[src/rtl/sqr_wav_meas.sv]
// sqr_wav_meas: measures the high and low widths of an incoming square wave
// in 100 ns ticks and publishes each completed period as one atomic pair.
`timescale 1ns/1ps

module sqr_wav_meas #(
    parameter int CLK_PER_TICK = 10,
    parameter int CNT_W        = 8,
    parameter int SYNC_STAGES  = 2
) (
    input  logic             clk,
    input  logic             reset_n,
    input  logic             sqr_in,
    input  logic             clr,
    output logic [CNT_W-1:0] high_ticks,
    output logic [CNT_W-1:0] low_ticks,
    output logic             meas_valid,
    output logic             ovf
);

    localparam int              PW    = (CLK_PER_TICK > 1) ? $clog2(CLK_PER_TICK) : 1;
    localparam logic [PW-1:0]   PLAST = PW'(CLK_PER_TICK - 1);
    localparam logic [CNT_W-1:0] WMAX = '1;

    typedef enum logic [1:0] {
        IDLE      = 2'd0,
        MEAS_HIGH = 2'd1,
        MEAS_LOW  = 2'd2
    } state_t;

    state_t state, state_nxt;

    logic [SYNC_STAGES-1:0] sync;
    logic                   s, s_prev;
    logic                   rise, fall, edge_any;
    logic [PW-1:0]          presc;
    logic                   tick;
    logic [CNT_W-1:0]       wcnt;
    logic [CNT_W-1:0]       cap;
    logic [CNT_W-1:0]       high_buf;
    logic                   have_high;
    logic                   load_high, publish, set_have, clr_have;

    // Resynchronise the asynchronous input and keep the previous level for edge detection.
    always_ff @(posedge clk or negedge reset_n) begin
        if (!reset_n) begin
            sync   <= '0;
            s_prev <= 1'b0;
        end else begin
            sync   <= {sync[SYNC_STAGES-2:0], sqr_in};
            s_prev <= s;
        end
    end

    assign s        = sync[SYNC_STAGES-1];
    assign rise     = s & ~s_prev;
    assign fall     = ~s & s_prev;
    assign edge_any = rise | fall;
    assign tick     = (presc == PLAST);

    // Width seen at an edge counts the tick completing in this very cycle, so an
    // exact k-tick level reports k; never wraps past the saturation value.
    assign cap = (tick && (wcnt != WMAX)) ? wcnt + 1'b1 : wcnt;

    // Tick prescaler and saturating width counter, both realigned on every edge.
    always_ff @(posedge clk or negedge reset_n) begin
        if (!reset_n) begin
            presc <= '0;
            wcnt  <= '0;
            ovf   <= 1'b0;
        end else if (clr) begin
            presc <= '0;
            wcnt  <= '0;
            ovf   <= 1'b0;
        end else begin
            if (edge_any) begin
                presc <= '0;
                wcnt  <= '0;
            end else begin
                presc <= tick ? '0 : presc + 1'b1;
                if (tick && (wcnt != WMAX))
                    wcnt <= wcnt + 1'b1;
            end
            // Sticky: the level (or its captured width) has hit the ceiling.
            if (tick && (wcnt == WMAX - 1'b1))
                ovf <= 1'b1;
        end
    end

    // FSM state register.
    always_ff @(posedge clk or negedge reset_n) begin
        if (!reset_n)
            state <= IDLE;
        else
            state <= state_nxt;
    end

    // FSM next state and datapath strobes; clr overrides every event in its cycle.
    always_comb begin
        state_nxt = state;
        load_high = 1'b0;
        publish   = 1'b0;
        set_have  = 1'b0;
        clr_have  = 1'b0;
        case (state)
            IDLE: begin
                // Whatever level we woke up in is partial and is thrown away.
                if (rise) begin
                    state_nxt = MEAS_HIGH;
                end else if (fall) begin
                    state_nxt = MEAS_LOW;
                    clr_have  = 1'b1;
                end
            end
            MEAS_HIGH: begin
                if (fall) begin
                    load_high = 1'b1;
                    set_have  = 1'b1;
                    state_nxt = MEAS_LOW;
                end
            end
            MEAS_LOW: begin
                if (rise) begin
                    publish   = have_high;
                    state_nxt = MEAS_HIGH;
                end
            end
            default: state_nxt = IDLE;
        endcase
        if (clr) begin
            state_nxt = IDLE;
            load_high = 1'b0;
            publish   = 1'b0;
            set_have  = 1'b0;
            clr_have  = 1'b1;
        end
    end

    // Hold the high width until its low partner completes, then publish both together.
    always_ff @(posedge clk or negedge reset_n) begin
        if (!reset_n) begin
            high_buf   <= '0;
            have_high  <= 1'b0;
            high_ticks <= '0;
            low_ticks  <= '0;
            meas_valid <= 1'b0;
        end else begin
            meas_valid <= publish;
            if (clr) begin
                high_buf   <= '0;
                have_high  <= 1'b0;
                high_ticks <= '0;
                low_ticks  <= '0;
            end else begin
                if (load_high)
                    high_buf <= cap;
                if (set_have)
                    have_high <= 1'b1;
                else if (clr_have)
                    have_high <= 1'b0;
                if (publish) begin
                    high_ticks <= high_buf;
                    low_ticks  <= cap;
                end
            end
        end
    end

endmodule

[config.mk]
export PLATFORM = sky130hd
export DESIGN_NAME = sqr_wav_meas
export DESIGN_NICKNAME = d
export VERILOG_FILES = /design/src/rtl/sqr_wav_meas.sv
export SDC_FILE = /design/constraint.sdc
export NUM_CORES = 1
export LEC_CHECK = 0
export ABC_AREA = 1
export BUFFER_PORTS_ARGS = -buffer_cell sky130_fd_sc_hd__clkbuf_2
export CORE_ASPECT_RATIO = 1.25
export CORE_MARGIN = 5
export CORE_UTILIZATION = 45
export CTS_CLUSTER_DIAMETER = 200
export DETAILED_ROUTE_END_ITERATION = 12
export HOLD_SLACK_MARGIN = 0.06
export PLACE_DENSITY = 0.66
export SYNTH_ARGS = -nofsm -noshare
export SYNTH_HDL_FRONTEND = slang
export SYNTH_SLANG_ARGS = --single-unit
[constraint.sdc]
create_clock -name clk -period 1.4 [get_ports clk]
set_input_delay 0.14 -clock clk [delete_from_list [all_inputs] [get_ports clk]]
set_output_delay 0.14 -clock clk [all_outputs]
set_load 0.005 [all_outputs]
### Yosys cells after proc, flatten, opt, wreduce, memory -nomap -nowiden

Cells that the tools add are included.

| storage, ports and cells | value |
|---|---|
| flip-flop bits (word level) | 44 |
| bits of input ports | 4 |
| output and inout port bits | 18 |
| logic and storage cells | 62 |

| operators by class | value |
|---|---|
| $add $sub $neg | 2 |
| eq/ne operators | 6 |
| muxes and demuxes | 31 |
| bitwise operators | 5 |
| reductions and logical operators | 7 |

Operators by type and width:

| cell | count |
|---|---|
| 2-to-1 mux 8 bit | 9 |
| 2-to-1 mux 1 bit | 14 |
| 2-to-1 mux 4 bit | 3 |
| adder 8 x 1 -> 8 bit, second input constant | 1 |
| equality test 8 bit, second input constant | 1 |
| 2-to-1 mux 2 bit | 4 |
| != test 8 bit, second input constant | 1 |
| case mux 2 bit (3 select lines) | 1 |
| nonzero test 2 bit | 3 |
| adder 4 x 1 -> 4 bit, second input constant | 1 |
| equality test 4 bit, second input constant | 1 |
| != test 3 bit, second input constant | 1 |
| nonzero test 3 bit | 1 |
| AND 1 bit | 2 |
| equality test 2 x 1 -> 1 bit, second input constant | 1 |
| equality test 2 bit, second input constant | 1 |
| logical AND 1 bit | 2 |
| logical NOT 2 bit | 1 |
| inverter 1 bit | 2 |
| bitwise OR 1 bit | 1 |

### Depth between registers and ports, before layout

Gate-level depths: netlist (run 1).

| depth | value |
|---|---|
| depth after elaboration | 9 |
| mapped depth | 10 |
| gate-level depth less buffers | 9 |

### Worst setup path before layout (run 1)

Ideal clock, no wire load.

| path | value |
|---|---|
| path kind | register to register |
| start point | register s_prev |
| end point | register high_ticks[1] |
| library setup time | 121 ps |
| arrival | 1276 ps |
| data required time | 1279 ps |
| setup slack | 3 ps |
| cell stages (with the launch flop) | 10 |
| path buffers | 1 |
| period minus slack after synthesis | 1397 ps |
| cells stage by stage | dfrtp_1 inv_1 ha_1 inv_1 nor2_2 nand3_2 nand2_4 inv_4 buf_6 a22o_1 |

| on the way | value |
|---|---|
| word-level cells in the longest chain between the ends | 6 |

Ends and longest elaborated chain:

| item | line | text |
|---|---|---|
| start, declared | 33 | `logic s, s_prev;` |
| start signal, assigned | 50 | `s_prev <= s;` |
| inverter 1 bit | 55 | `assign rise = s & ~s_prev;` |
| AND 1 bit | 55 |  |
| 2-to-1 mux 1 bit | 122 | `if (rise) begin` |
| 2-to-1 mux 1 bit | 104 | `case (state)` |
| 2-to-1 mux 1 bit | 129 | `if (clr) begin` |
| nonzero test 2 bit (no source line) | - |  |
| end signal, assigned | 161 | `high_ticks <= high_buf;` |
| end, declared | 14 | `output logic [CNT_W-1:0] high_ticks,` |

Every way passes these cells.
A chain may end at the register's enable or synchronous reset.

### Worst setup path in the final report (run 1)

| path | value |
|---|---|
| start point | register s_prev |
| end point | register high_ticks[6] |

The elaborated chain is that of the path after synthesis.

==> results of run 1 <==
-- per-stage QoR --
step | setup TNS, ns | util (%) | cells
6_report | 0 | 57.01 | 326
2_1_floorplan | 0 | - | 225
5_1_grt | -0.9504 | 57.01 | 326
4_1_cts | 0 | 55.10 | 321
3_3_place_gp | 0 | 52.08 | 311
3_5_place_dp | -0.06336 | 52.08 | 311
-- sequential cells by signal, summed over array words and instances, names as in the netlist, 2 cells and up --
register,count
low_ticks,8
high_buf,8
wcnt,8
high_ticks,8
presc,4
sync,2
state,2
-- power by group through the flow --
stage | clock network [mW] | logic, mW | registers [mW]
floorplan | 0 | 0.0678 | 1.32
global placement | 0 | 0.136 | 1.32
detailed placement | 0 | 0.138 | 1.32
CTS | 0.981 | 0.142 | 1.30
global route | 1.02 | 0.178 | 1.30
finish | 0.944 | 0.156 | 1.30
-- cells in the final DEF, fill, tap and decap left out --
cell / synthesis / final
sky130_fd_sc_hd__ha_1: 7 / 5
sky130_fd_sc_hd__ha_2: 0 / 2
sky130_fd_sc_hd__nor2_2: 3 / 2
sky130_fd_sc_hd__o21ai_1: 0 / 1
sky130_fd_sc_hd__dfrtp_1: 44 / 44
sky130_fd_sc_hd__nor2_1: 19 / 18
sky130_fd_sc_hd__buf_4: 0 / 13
sky130_fd_sc_hd__inv_1: 20 / 18
sky130_fd_sc_hd__xnor2_1: 2 / 2
sky130_fd_sc_hd__nand3_1: 15 / 14
sky130_fd_sc_hd__a211oi_1: 1 / 1
sky130_fd_sc_hd__nand3_2: 1 / 2
sky130_fd_sc_hd__nand2_1: 63 / 57
sky130_fd_sc_hd__bufinv_16: 0 / 1
sky130_fd_sc_hd__nor2_4: 1 / 3
sky130_fd_sc_hd__buf_6: 1 / 1
sky130_fd_sc_hd__a22o_1: 8 / 8
sky130_fd_sc_hd__a21oi_1: 1 / 1
sky130_fd_sc_hd__nand2_2: 7 / 13
sky130_fd_sc_hd__o21a_1: 1 / 1
sky130_fd_sc_hd__clkbuf_2: 0 / 21
sky130_fd_sc_hd__xor2_1: 2 / 2
sky130_fd_sc_hd__clkbuf_1: 0 / 1
sky130_fd_sc_hd__inv_8: 0 / 2
sky130_fd_sc_hd__clkbuf_8: 0 / 5
sky130_fd_sc_hd__inv_2: 3 / 5
sky130_fd_sc_hd__nand4_1: 16 / 16
sky130_fd_sc_hd__o21ai_0: 4 / 3
sky130_fd_sc_hd__dlygate4sd3_1: 0 / 2
sky130_fd_sc_hd__nand2_4: 2 / 2
sky130_fd_sc_hd__clkinv_2: 0 / 1
sky130_fd_sc_hd__buf_12: 0 / 1
-- cell type report --
type | count | area [um2] | share of cell area (%)
flip-flops and latches | 44 | 1101 | 43.98
multi-input cells | 153 | 859.6 | 34.33
repair buffers | 38 | 254.0 | 10.14
inverters | 25 | 108.9 | 4.348
clock buffers | 6 | 72.57 | 2.899
well taps | 58 | 72.57 | 2.899
clock inverters | 2 | 35.03 | 1.399
-- logic make-up (layout without fill, tap and decap cells) --
group           after synthesis  count (layout)  synth area share (%)
simple gates                127             127                 28.84
flops                        44              44                 53.89
fa+ha+maj                     7               7                 4.286
buf+inv                      28              71                 5.878
xor+xnor                      4               4                 1.715
compound gates               15              15                 5.389
-- path summary, 6_finish.rpt --
path,start,endpoint,slack [ns],cells after the start
min in group asynchronous,reset_n,high_buf[6],0.32,2
min,clr,have_high,0.09,2
max reg2reg,s_prev,high_ticks[6],0.05,8
max,s_prev,high_ticks[6],0.05,8
min reg2reg,sync[0],sync[1],0.35,0
max in group asynchronous,reset_n,s_prev,0.57,3
-- routing by layer --
metal	wire length (um)	GRT usage, %	up-vias
met2	2065	25.38	36
met4	109	6.272	0
li1	-	-	812
met1	1719	17.73	784
met5	0	0	-
met3	172	2.370	10
-- repair_timing --
item,in CTS,in global routing
buffers inserted,0,5
hold buffers,2,0
resized for setup,1,19
endpoints found under the hold margin,17,0
gates cloned,0,0
pin swaps,0,11
setup endpoints to repair,12,32
==> flow_metrics.tcl, run 1 <==
set metrics [dict create \
    run_status "finished, final reports clean" \
    io_buffer_count 21 \
    grt_pass1_wl_um 7065 \
    final_wirelength_um 4067 \
    hpwl_reported_at_the_end_of_detailed_placement_um 3052 \
    setup_viol 0 \
    cp.required_ns 1.58 \
    power.static_leakage_nw 1.292 \
    minimum_hold_slack_ns 0.08973 \
    power_density_nw_per_um2 958.3 \
    critical_path_peak_fanout 17 \
    critPathArrivalTime_ns 1.53 \
    ant_nets 0 \
    syn_nets 236 \
    first_pass_iters 4 \
    clockBufferDepth 2 \
    htree_levels 2 \
    switching_power_uw 530.4 \
    seq_cells_post_synth 44 \
    vias_in_the_first_global_route 1522 \
    vdd_ir_drop_max_mv 0.5088 \
    initial_cell_density_of_the_core_pct 46.52 \
    grt-ovfl-total 0 \
    report.final.hold_viol_count 0 \
    path_delay_family "flip-flops" \
    postLayoutCellArea_um2 2504 \
    ant_diodes 0 \
    holdCritPathClass "in -> reg" \
    critical-path-max-stage-delay_ns 0.39 \
    crit_chain "inv_1 > ha_2 > inv_2 > nor2_4 > nand3_2 > nand2_4 > inv_8 > a22o_1" \
    synth_largest_type_area_fraction_pct 53.89 \
    die_area_um2 5996 \
    fmax_mhz 741.4 \
    finalClockSkew_ns 0.008702 \
    synth_async_sr_flop_share_pct 100.0 \
    worst_case_setup_margin_in_the_final_layout_ns 0.05111 \
    p_clk_share_pct 39.3 \
    power_frac_comb_pct 6.5 \
    synth_most_common_cell "sky130_fd_sc_hd__nand2_1" \
    netSwitchingFraction_pct 22.11 \
    floorplan.die.height_um 85.34 \
    yosysTopAreaCell "sky130_fd_sc_hd__dfrtp_1" \
    buffers_inverters_on_critical_path 3 \
    rsz0062_at_grt "yes" \
    nNetsFinal 278 \
    syn_inst 225 \
    mappedNetlistArea_um2 2043 \
    io_pins 22 \
    finalMaxSlewViolations 0 \
    core_um2 4392 \
    detailroute.via_count 1642 \
    placement.setup.worst_slack_ns -0.01998 \
    ys_top_cells_by_area "sky130_fd_sc_hd__dfrtp_1 (54%), sky130_fd_sc_hd__nand2_1 (12%), sky130_fd_sc_hd__nand4_1 (4.9%)" \
    post_synth_most_frequent_cells "sky130_fd_sc_hd__nand2_1 (63), sky130_fd_sc_hd__dfrtp_1 (44), sky130_fd_sc_hd__inv_1 (20)" \
    remaining_drc_errors 0 \
    grt_max_degree 29 \
    tritoncts.num_buffers 5 \
    placement_rows 27 \
    ys.warnings.count 0 \
    gp_congestion 0.8770 \
    power.share.sequential_pct 54.2 \
    antenna_found_initial 0 \
    cts.reportedPaths.clkPinSlew_ns 0.08 \
    floorplan.die.width_um 70.27 \
    yosysSeqAreaShare_pct 53.89 \
    synth.lib_cells_used.distinct 23 \
    area.growth.synth_to_final_pct 22.54 \
    n_fill_cell 417 \
    syn-mean-instance-area_um2 9.081 \
    power_mw 2.399 \
    critical_path.endpoint_type "register" \
    max_slew_margin_pct 68.71 \
    grt_use_total_pct 14.61 \
    cts.sink_count 44 \
    post-route-min-period_ns 1.349 \
    final_min_period_over_clock_period_pct 96.35 \
    post_drt_wl_per_cell_um 12.48 \
    worst_pin_slew_ns 0.4694 \
    drv_cap 0 \
    worst_skew_pair.late_latency_ns 0.29 \
    number_of_drc_violations_after_detailed_routing_iteration_0 66 \
    number_of_enable_type_register_cells_in_the_synthesized_netlist 0 \
    tritoncts "yes" \
    setup.worst_path.start_class "register" \
    synth_flop_cell "sky130_fd_sc_hd__dfrtp_1" \
    critical_path_class "reg -> reg" \
    placed_cell_area_um2 2287 \
    power.internal_mw 1.869 \
    final_layout_size_suffix_gt1_share_pct 27.61 \
    critical-path-slowest-cell "sky130_fd_sc_hd__dfrtp_1" \
    vias_per_cell 5.037 \
    clock_tree.root_cell "sky130_fd_sc_hd__clkbuf_8" \
]
No activity file was read; power rests on OpenSTA's default activity.
==> run 2, diff against run 1 <==
Settings changed: RECOVER_POWER set to 100.
==> run 2 against run 1 <==
Compared with the run above: wire length grew 0.34%; combinational power barely moved; cell area is 0.70% lower; setup slack improved by 0.0015 ns; first-iteration DRC count rose by 1.5%; sequential share of layout area rose by 0.31 points; hold slack gained 0.0030 ns; register-to-register slack about the same; critical path depth up 1; critical endpoint is now low_ticks[5]; largest power group unchanged.
==> flow_metrics.tcl, run 2 (same netlist as run 1, synthesis figures left out) <==
set metrics [dict create \
    post_drt_wl_per_cell_um 12.52 \
    vias_per_cell 5.049 \
    grt_pass1_wl_um 7065 \
    io_buffer_count 21 \
    first_pass_iters 4 \
    critical_path_class "reg -> reg" \
    run_status "finished, final reports clean" \
    finalMaxSlewViolations 0 \
    worst_skew_pair.late_latency_ns 0.29 \
    grt-ovfl-total 0 \
    clockBufferDepth 2 \
    power.static_leakage_nw 1.265 \
    max_slew_margin_pct 34.29 \
    worst_hold_path_stage_count 2 \
    floorplan.die.height_um 85.34 \
    hpwl_reported_at_the_end_of_detailed_placement_um 3052 \
    hold_path.startpoint "clr" \
    hold-path-endpoint "have_high" \
    io_pins 22 \
    nNetsFinal 278 \
    critical_path.reg2reg.startpoint "presc[1]" \
    vdd_ir_drop_max_mv 0.5087 \
    setup.worst_path.start_class "register" \
    final_common_cell "sky130_fd_sc_hd__nand2_1" \
    post-route-min-period_ns 1.347 \
    critical_path_peak_fanout 8 \
    area.growth.synth_to_final_pct 21.68 \
    grt_max_degree 29 \
    crit-reg2reg-capture "low_ticks[5]" \
    rsz0062_at_grt "yes" \
    report.final.hold_viol_count 0 \
    remaining_drc_errors 0 \
    placement_rows 27 \
    cts.sink_count 44 \
    gp_congestion 0.8770 \
    die_area_um2 5996 \
    layout_common_cells "sky130_fd_sc_hd__nand2_1 (57), sky130_fd_sc_hd__dfrtp_1 (44), sky130_fd_sc_hd__inv_1 (18), sky130_fd_sc_hd__nor2_1 (18), sky130_fd_sc_hd__nand4_1 (16)" \
    cp.required_ns 1.58 \
    critPathArrivalTime_ns 1.53 \
    floorplan.die.width_um 70.27 \
    final_min_period_over_clock_period_pct 96.24 \
    multi_input_area_um2 857.1 \
    drv_cap 0 \
    worst_case_setup_margin_in_the_final_layout_ns 0.05266 \
    regArea_um2 1101 \
    number_of_drc_violations_after_detailed_routing_iteration_0 67 \
    clock_tree.root_cell "sky130_fd_sc_hd__clkbuf_8" \
    cts.reportedPaths.clkPinSlew_ns 0.08 \
    r2r_slack_ns 0.05 \
    power_density_nw_per_um2 963.1 \
    core_um2 4392 \
    ant_diodes 0 \
    n_fill_cell 423 \
    final_wirelength_um 4081 \
    critical_path.endpoint_type "register" \
    met2RoutedLength_um 2070 \
    route.top_layer_used "met4" \
    detailroute.via_count 1646 \
    reg2regPathDepth 9 \
    placement.setup.worst_slack_ns -0.01998 \
    setup_viol 0 \
    final_layout_size_suffix_gt1_share_pct 24.25 \
    wire_length_the_detailed_router_placed_on_met1_um 1724 \
    htree_levels 2 \
    antenna_found_initial 0 \
    route.met3.wl_um 177 \
    tritoncts "yes" \
    fmax_mhz 742.2 \
    timing.setup.tns_ns 0 \
    vias_in_the_first_global_route 1522 \
    tritoncts.num_buffers 5 \
    finalClockSkew_ns 0.007467 \
    initial_cell_density_of_the_core_pct 46.52 \
    holdCritPathClass "in -> reg" \
    ant_nets 0 \
    grt_use_total_pct 14.61 \
    worst_pin_slew_ns 0.9857 \
]
## run 2: routing by layer
metal	track usage, %	vias up
li1	-	812
met5	0	-
met4	6.272	0
met1	17.73	786
met3	2.370	10
met2	25.38	38
## run 2: worst max-delay path, stage by stage (launching register included)
cell	delay, ns
sky130_fd_sc_hd__dfrtp_1	0.38
sky130_fd_sc_hd__inv_1	0.06
sky130_fd_sc_hd__ha_1	0.14
sky130_fd_sc_hd__nand2_2	0.07
sky130_fd_sc_hd__nor2_4	0.15
sky130_fd_sc_hd__nand2_4	0.12
sky130_fd_sc_hd__inv_8	0.10
sky130_fd_sc_hd__nand2_2	0.07
sky130_fd_sc_hd__nand4_1	0.09
sky130_fd_sc_hd__nand2_1	0.06
## run 2: worst max-delay path by stage
stage | startpoint | to | slack (ns)
global route | presc[1] | high_buf[3] | -0.06
CTS | s_prev | high_ticks[6] | 0.003
finish | presc[1] | low_ticks[5] | 0.05
detailed placement | presc[1] | high_buf[2] | -0.02
global placement | presc[1] | low_ticks[2] | 0.01
floorplan | s_prev | high_ticks[1] | 0.003
## run 2: repair_timing
action	in CTS	in global routing
setup endpoints to repair	12	32
resized for setup	1	19
endpoints found under the hold margin	17	0
pin swaps	0	11
setup buffers	0	5
hold buffers	2	0
## run 2: report_power, final
group	leakage, nW	switching (mW)	internal, mW
Combinational	0.604	0.101	0.0531
Sequential	0.605	0.0156	1.28
Clock	0.0552	0.412	0.529
Total	1.26	0.528	1.87
## run 2: per-stage QoR
| step | util, % | instance area (um2) | hold WS (ns) | cells | total power, mW |
|---|---|---|---|---|---|
| floorplan | - | 2043 | -0.1556 | 225 | 1.390 |
| global placement | 52.08 | 2287 | 0.1102 | 311 | 1.458 |
| finish | 56.61 | 2486 | 0.09271 | 326 | 2.394 |
| global route | 56.61 | 2486 | 0.09419 | 326 | 2.503 |
| detailed placement | 52.08 | 2287 | 0.1090 | 311 | 1.461 |
| CTS | 55.10 | 2420 | 0.07264 | 321 | 2.421 |
## run 2: cell type report
| class | count | area share [%] |
|---|---|---|
| Multi-Input combinational cell | 153 | 34.47 |
| Clock buffer | 6 | 2.919 |
| Tap cell | 58 | 2.919 |
| Clock inverter | 2 | 1.409 |
| Inverter | 25 | 4.378 |
| Sequential cell | 44 | 44.29 |
| Timing Repair Buffer | 38 | 9.612 |
